### src/rtl/clock_pkg.sv
// clock_pkg: field limits and divider width helper shared by the time-keeping blocks
package clock_pkg;
    localparam int SEC_MAX  = 59;
    localparam int MIN_MAX  = 59;
    localparam int HOUR_MAX = 23;
    localparam int NOON     = 12;

    function automatic int div_w(input int div);
        return (div < 2) ? 1 : $clog2(div);
    endfunction
endpackage

### src/rtl/time_of_day_counter_if.sv
// time_of_day_counter_if: control, set and display/pulse signals of the time-of-day counter
interface time_of_day_counter_if #(parameter int FIELD_W = 8);
    logic               run;
    logic               set;
    logic               mode_12h;
    logic [FIELD_W-1:0] newHours;
    logic [FIELD_W-1:0] newMinutes;
    logic [FIELD_W-1:0] newSeconds;
    logic [FIELD_W-1:0] hours;
    logic [FIELD_W-1:0] minutes;
    logic [FIELD_W-1:0] seconds;
    logic               pm;
    logic               sec_tick;
    logic               min_tick;
    logic               hour_tick;
    logic               day_wrap;
    logic               set_err;

    modport master (
        output run, set, mode_12h, newHours, newMinutes, newSeconds,
        input  hours, minutes, seconds, pm, sec_tick, min_tick, hour_tick, day_wrap, set_err
    );
    modport slave (
        input  run, set, mode_12h, newHours, newMinutes, newSeconds,
        output hours, minutes, seconds, pm, sec_tick, min_tick, hour_tick, day_wrap, set_err
    );
endinterface

### src/rtl/tick_divider.sv
// tick_divider: counts 0..DIV-1 while enabled and flags the last count as a tick
module tick_divider import clock_pkg::*; #(
    parameter int CLK_FREQ_HZ   = 100000000,
    parameter int TICKS_PER_SEC = 1
) (
    input  logic CLK100MHZ,
    input  logic reset,
    input  logic en,
    input  logic clr,
    output logic tick
);
    localparam int DIV = CLK_FREQ_HZ / TICKS_PER_SEC;
    localparam int W   = div_w(DIV);
    localparam logic [W-1:0] LAST = W'(DIV - 1);

    logic [W-1:0] cnt;

    assign tick = en && cnt == LAST;

    // clr wins over en so a load restarts a full period even while paused
    always_ff @(posedge CLK100MHZ) begin
        if (reset || clr)
            cnt <= '0;
        else if (en)
            cnt <= (cnt == LAST) ? '0 : cnt + 1'b1;
    end
endmodule

### src/rtl/time_of_day_counter.sv
// time_of_day_counter: HH:MM:SS counter with run/pause, validated set, 12/24 h display
// and registered carry pulses aligned with the updated fields.
module time_of_day_counter import clock_pkg::*; #(
    parameter int CLK_FREQ_HZ   = 100000000,
    parameter int TICKS_PER_SEC = 1,
    parameter int FIELD_W       = 8
) (
    input logic                  CLK100MHZ,
    input logic                  reset,
    time_of_day_counter_if.slave bus
);
    localparam logic [FIELD_W-1:0] S_MAX  = FIELD_W'(SEC_MAX);
    localparam logic [FIELD_W-1:0] M_MAX  = FIELD_W'(MIN_MAX);
    localparam logic [FIELD_W-1:0] H_MAX  = FIELD_W'(HOUR_MAX);
    localparam logic [FIELD_W-1:0] H_NOON = FIELD_W'(NOON);

    logic [FIELD_W-1:0] hr, mn, sc;
    logic tick, set_ok, load, s_wrap, m_wrap, h_wrap;
    logic sec_tick, min_tick, hour_tick, day_wrap, set_err;

    assign set_ok = bus.newHours <= H_MAX && bus.newMinutes <= M_MAX && bus.newSeconds <= S_MAX;
    assign load   = bus.set && set_ok;
    assign s_wrap = sc == S_MAX;
    assign m_wrap = s_wrap && mn == M_MAX;
    assign h_wrap = m_wrap && hr == H_MAX;

    tick_divider #(
        .CLK_FREQ_HZ  (CLK_FREQ_HZ),
        .TICKS_PER_SEC(TICKS_PER_SEC)
    ) u_div (
        .CLK100MHZ(CLK100MHZ),
        .reset    (reset),
        .en       (bus.run),
        .clr      (load),
        .tick     (tick)
    );

    always_ff @(posedge CLK100MHZ) begin
        if (reset) begin
            {hr, mn, sc} <= '0;
            {sec_tick, min_tick, hour_tick, day_wrap, set_err} <= '0;
        end else begin
            {sec_tick, min_tick, hour_tick, day_wrap} <= '0;
            set_err <= bus.set && !set_ok;
            if (load) begin
                hr <= bus.newHours;
                mn <= bus.newMinutes;
                sc <= bus.newSeconds;
            end else if (tick) begin
                sc <= s_wrap ? '0 : sc + 1'b1;
                if (s_wrap)
                    mn <= (mn == M_MAX) ? '0 : mn + 1'b1;
                if (m_wrap)
                    hr <= (hr == H_MAX) ? '0 : hr + 1'b1;
                {sec_tick, min_tick, hour_tick, day_wrap} <= {1'b1, s_wrap, m_wrap, h_wrap};
            end
        end
    end

    assign bus.hours     = !bus.mode_12h ? hr : (hr == '0) ? H_NOON : (hr > H_NOON) ? hr - H_NOON : hr;
    assign bus.minutes   = mn;
    assign bus.seconds   = sc;
    assign bus.pm        = hr >= H_NOON;
    assign bus.sec_tick  = sec_tick;
    assign bus.min_tick  = min_tick;
    assign bus.hour_tick = hour_tick;
    assign bus.day_wrap  = day_wrap;
    assign bus.set_err   = set_err;
endmodule

### src/flat_wrapper.sv
// flat-port wrapper written by rule: the top's interface ports become plain ports
module time_of_day_counter_flat import clock_pkg::*;
#(
    parameter int CLK_FREQ_HZ   = 100000000,
    parameter int TICKS_PER_SEC = 1,
    parameter int FIELD_W       = 8
)
  (CLK100MHZ, reset, bus_run, bus_set, bus_mode_12h, bus_newHours, bus_newMinutes, bus_newSeconds, bus_hours, bus_minutes, bus_seconds, bus_pm, bus_sec_tick, bus_min_tick, bus_hour_tick, bus_day_wrap, bus_set_err);
  time_of_day_counter_if #(.FIELD_W(FIELD_W)) bus_i ();
  input logic CLK100MHZ;
  input logic reset;
  input wire logic [$bits(bus_i.run)-1:0] bus_run;
  input wire logic [$bits(bus_i.set)-1:0] bus_set;
  input wire logic [$bits(bus_i.mode_12h)-1:0] bus_mode_12h;
  input wire logic [$bits(bus_i.newHours)-1:0] bus_newHours;
  input wire logic [$bits(bus_i.newMinutes)-1:0] bus_newMinutes;
  input wire logic [$bits(bus_i.newSeconds)-1:0] bus_newSeconds;
  output wire logic [$bits(bus_i.hours)-1:0] bus_hours;
  output wire logic [$bits(bus_i.minutes)-1:0] bus_minutes;
  output wire logic [$bits(bus_i.seconds)-1:0] bus_seconds;
  output wire logic [$bits(bus_i.pm)-1:0] bus_pm;
  output wire logic [$bits(bus_i.sec_tick)-1:0] bus_sec_tick;
  output wire logic [$bits(bus_i.min_tick)-1:0] bus_min_tick;
  output wire logic [$bits(bus_i.hour_tick)-1:0] bus_hour_tick;
  output wire logic [$bits(bus_i.day_wrap)-1:0] bus_day_wrap;
  output wire logic [$bits(bus_i.set_err)-1:0] bus_set_err;
  assign bus_i.run = bus_run;
  assign bus_i.set = bus_set;
  assign bus_i.mode_12h = bus_mode_12h;
  assign bus_i.newHours = bus_newHours;
  assign bus_i.newMinutes = bus_newMinutes;
  assign bus_i.newSeconds = bus_newSeconds;
  assign bus_hours = bus_i.hours;
  assign bus_minutes = bus_i.minutes;
  assign bus_seconds = bus_i.seconds;
  assign bus_pm = bus_i.pm;
  assign bus_sec_tick = bus_i.sec_tick;
  assign bus_min_tick = bus_i.min_tick;
  assign bus_hour_tick = bus_i.hour_tick;
  assign bus_day_wrap = bus_i.day_wrap;
  assign bus_set_err = bus_i.set_err;
  time_of_day_counter #(.CLK_FREQ_HZ(CLK_FREQ_HZ), .TICKS_PER_SEC(TICKS_PER_SEC), .FIELD_W(FIELD_W)) u_core (.CLK100MHZ(CLK100MHZ), .reset(reset), .bus(bus_i));
endmodule
### config.mk
export PLATFORM = sky130hd
export DESIGN_NAME = time_of_day_counter_flat
export DESIGN_NICKNAME = d
export VERILOG_FILES = /design/src/rtl/clock_pkg.sv /design/src/rtl/time_of_day_counter_if.sv /design/src/rtl/tick_divider.sv /design/src/rtl/time_of_day_counter.sv /design/src/flat_wrapper.sv
export SDC_FILE = /design/constraint.sdc
export NUM_CORES = 1
export LEC_CHECK = 0
export ABC_CLOCK_PERIOD_IN_PS = 3700
export BUFFER_PORTS_ARGS = -buffer_cell sky130_fd_sc_hd__buf_2
export CAP_MARGIN = 30
export CORE_MARGIN = 4
export CORE_UTILIZATION = 59
export CTS_CLUSTER_SIZE = 25
export DETAILED_ROUTE_END_ITERATION = 16
export PLACE_DENSITY = 0.84
export SLEW_MARGIN = 15
export SYNTH_ARGS = -nofsm -noshare
export SYNTH_HDL_FRONTEND = slang
export SYNTH_SLANG_ARGS = --single-unit
### constraint.sdc
create_clock -name CLK100MHZ -period 3.7 [get_ports CLK100MHZ]
set_input_delay 0.185 -clock CLK100MHZ [delete_from_list [all_inputs] [get_ports CLK100MHZ]]
set_output_delay 0.185 -clock CLK100MHZ [all_outputs]
set_load 0.005 [all_outputs]
==> flow_summary.toml <==
[detailed_routing]
routedWlPerCell_um = 14.94
final_antenna_net_count = 0
vias = 2947
routed_wl_um = 7380
avgViaCountPerCell = 5.966
drt_iter0_markers = 230
dr.pass1.iters = 4
drc = 0

[pwr]
leakage_nw = 1.366
power.density_mw_per_mm2 = 291.0
irDropWorstVdd_v = 0.0001911

[critical_path]
arrival_ns = 2.97
path_max_fanout = 17
critical-path-slowest-cell = "or4_1"
cp_cell_sequence = "nor4b_1, nor4b_1, nand3_1, or4_1, a21oi_1"
cp-end-kind = "flop"
r2r-start = "u_core.u_div.cnt[8]"
worstSetupPathType = "flop to flop"
rr_endpoint = "u_core.hr[5]"
r2r_slack_ns = 0.99
required_ns = 3.95
slowest_delay_ns = 0.66
worst_path_most_repeated_cell = "nor4b_1"
reg2reg_depth = 5
critPathLaunchType = "flop"

[worst_hold_path]
holdPathEnd = "u_core.bus.minutes[4]"
hp-class = "primary input to flop"
hold_depth = 2
min-delay-start = "bus_newMinutes[4]"

[placed_design]
gp_routability_congestion = 0.8746
placed_area_mm2 = 0.003368
dp_hpwl_um = 5535
post-place-ws_ns = 1.028
io_buffers = 58

[clock_network]
ctsResizeCount = 0
clockBufferDepth = 2
post_cts_buffers = 0
cts_tree = "built"
clk_pin_slew_ns = 0.10
cts_buffers = 5
clock_latency_ns = 0.31
cts.sink_count = 56
cts-root-buf = "clkbuf_8"
cts_htree_levels = 2
ctsHoldBuffers = 0

[floorplan]
start_util_pct = 62.76
dieHeight_um = 79.82
die_area_mm2 = 0.006370
ioPinCount = 59
coreArea_mm2 = 0.004848
die_x_um = 79.82
num_rows = 25

[finish]
design_area_mm2 = 0.003465
final_nets = 463
antenna_cells = 0
drive_above_1_share_pct = 18.03
final_util_pct = 71.46
area_growth_pct = 13.86

[global_route]
first_global_vias = 2770
antenna_found_initial = 0
track_usage_pct = 24.57
grt-ovfl-total = 0
grt_max_degree = 31
grt_pass1_wl_um = 12650

[sta]
skew_ns = 0.007065
fin_crit_sh_pct = 73.35
hold_viol = 0
fmax_mhz = 368.5
setup_viol = 0
drv_slew = 0
rsz0062_at_grt = "false"
setup_slack_ns = 0.9860
fin_tns_setup_ns = 0
maxSlewHeadroom_pct = 56.62
worst_pin_slew_ns = 0.6447
hold_ws_ns = 0.1042
min_period_ns = 2.714

[yosys]
synth_area_per_cell_um2 = 8.136
syn_area_mm2 = 0.003043
synth_cell_types = 46
synth_nets = 411
ys_top_cells_by_count = "dfxtp_1 (56), nor2_1 (53), nand2_1 (34)"
synthMostInstantiatedCell = "dfxtp_1"
yosys.area.top_type = "dfxtp_1"
synth-seq-area-share_pct = 36.84
synth_edf_count = 0
ys_async_sr_fraction_pct = 0
ys_ff_latch = 56
synth_top_area_share_pct = 36.84
ys.flop_type = "dfxtp_1"
syn_inst = 374
yosys_warnings = 0
yosys-top-cells-area = "dfxtp_1 (37%), xor2_1 (6.9%), nor2_1 (6.5%)"

[outcome]
outcome = "finished, final reports clean"

[job]
cap_violations = 0
## power breakdown
| part | switching [mW] | internal [mW] |
|---|---|---|
| Clock | 0.200 | 0.153 |
| Combinational | 0.0256 | 0.0209 |
| Sequential | 0.00303 | 0.606 |
| Total | 0.228 | 0.780 |
## stage by stage
step	power [mW]	std cells
floorplan	0.6417	374
CTS	1.015	494
global route	1.042	494
global placement	0.6675	486
detailed placement	0.6688	486
finish	1.008	494
## placed cells by master, fill, tap and decap left out, types with 2 or more instances in the layout
master     count
or2_2          2
mux2i_1        3
o2bb2ai_1      2
a31oi_1        3
nand2b_1       3
and2_1         8
a211oi_1       5
xor2_1        24
or4_1          9
a311oi_1       9
o31ai_1        5
nand3_1       20
nor2_1        53
a21oi_1        9
dfxtp_1       56
nand2_1       34
buf_4          3
xnor2_1        8
nor3_1         7
o21ai_0       15
clkbuf_8       6
inv_1          8
nor4b_1        4
ha_1           8
nand4b_1       2
nand4_1       21
nor4_1        11
and4_1         2
and3_1        10
or3_1          3
buf_2         58
## cell families (layout without fill, tap and decap cells)
group | count (synthesis) | after routing | share of synthesized area (%)
multiplexers | 3 | 3 | 0.9869
flip-flops | 56 | 56 | 36.84
AND/OR/NAND/NOR | 197 | 197 | 34.46
adder cells (fa/ha/maj) | 8 | 8 | 3.290
AO/OA/AOI/OAI | 54 | 54 | 11.88
buffers and inverters | 24 | 77 | 3.330
XOR/XNOR | 32 | 32 | 9.211
## layout make-up
class | instances | area (um^2)
multi-input combinational | 294 | 1821
fill | 394 | 1384
sequential | 56 | 1121
timing repair buffer | 61 | 312.8
tap | 67 | 83.83
clock buffer | 6 | 82.58
inverter | 8 | 30.03
clock inverter | 2 | 13.76
## flip-flops by register name, indices dropped and copies added, names as in the netlist, 8 cells and up
name / cells
u_core.bus.minutes: 8
u_core.bus.seconds: 8
u_core.hr: 8
u_core.u_div.cnt: 27
## worst max-delay path, delay by kind of cell (launching register included)
kind | cells | cell delay, ns
AND/OR/NAND/NOR | 4 | 2.13
flip-flops | 1 | 0.38
AO/OA/AOI/OAI | 1 | 0.15
## worst max-delay path by stage
stage                     slack, ns                 from  depth (start not counted)               endpoint
final                          0.99  u_core.u_div.cnt[8]                          5           u_core.hr[5]
after global routing           0.80  u_core.u_div.cnt[8]                          5           u_core.hr[5]
after CTS                      0.99  u_core.u_div.cnt[8]                          5           u_core.hr[5]
after detailed placement       1.03  u_core.u_div.cnt[8]                          5  u_core.bus.minutes[0]
after global placement         1.18  u_core.u_div.cnt[8]                          5  u_core.bus.minutes[6]
after floorplan                1.40  u_core.u_div.cnt[0]                          7  u_core.bus.seconds[4]
## metal layers
layer,up-vias,part of all wire [%],track usage [%]
li1,1464,-,-
met1,1373,45,31.96
met2,101,47,41.15
met3,9,6.4,4.063
met4,0,1.4,8.446
met5,-,0,0
Power figures use the tool's default switching activity.
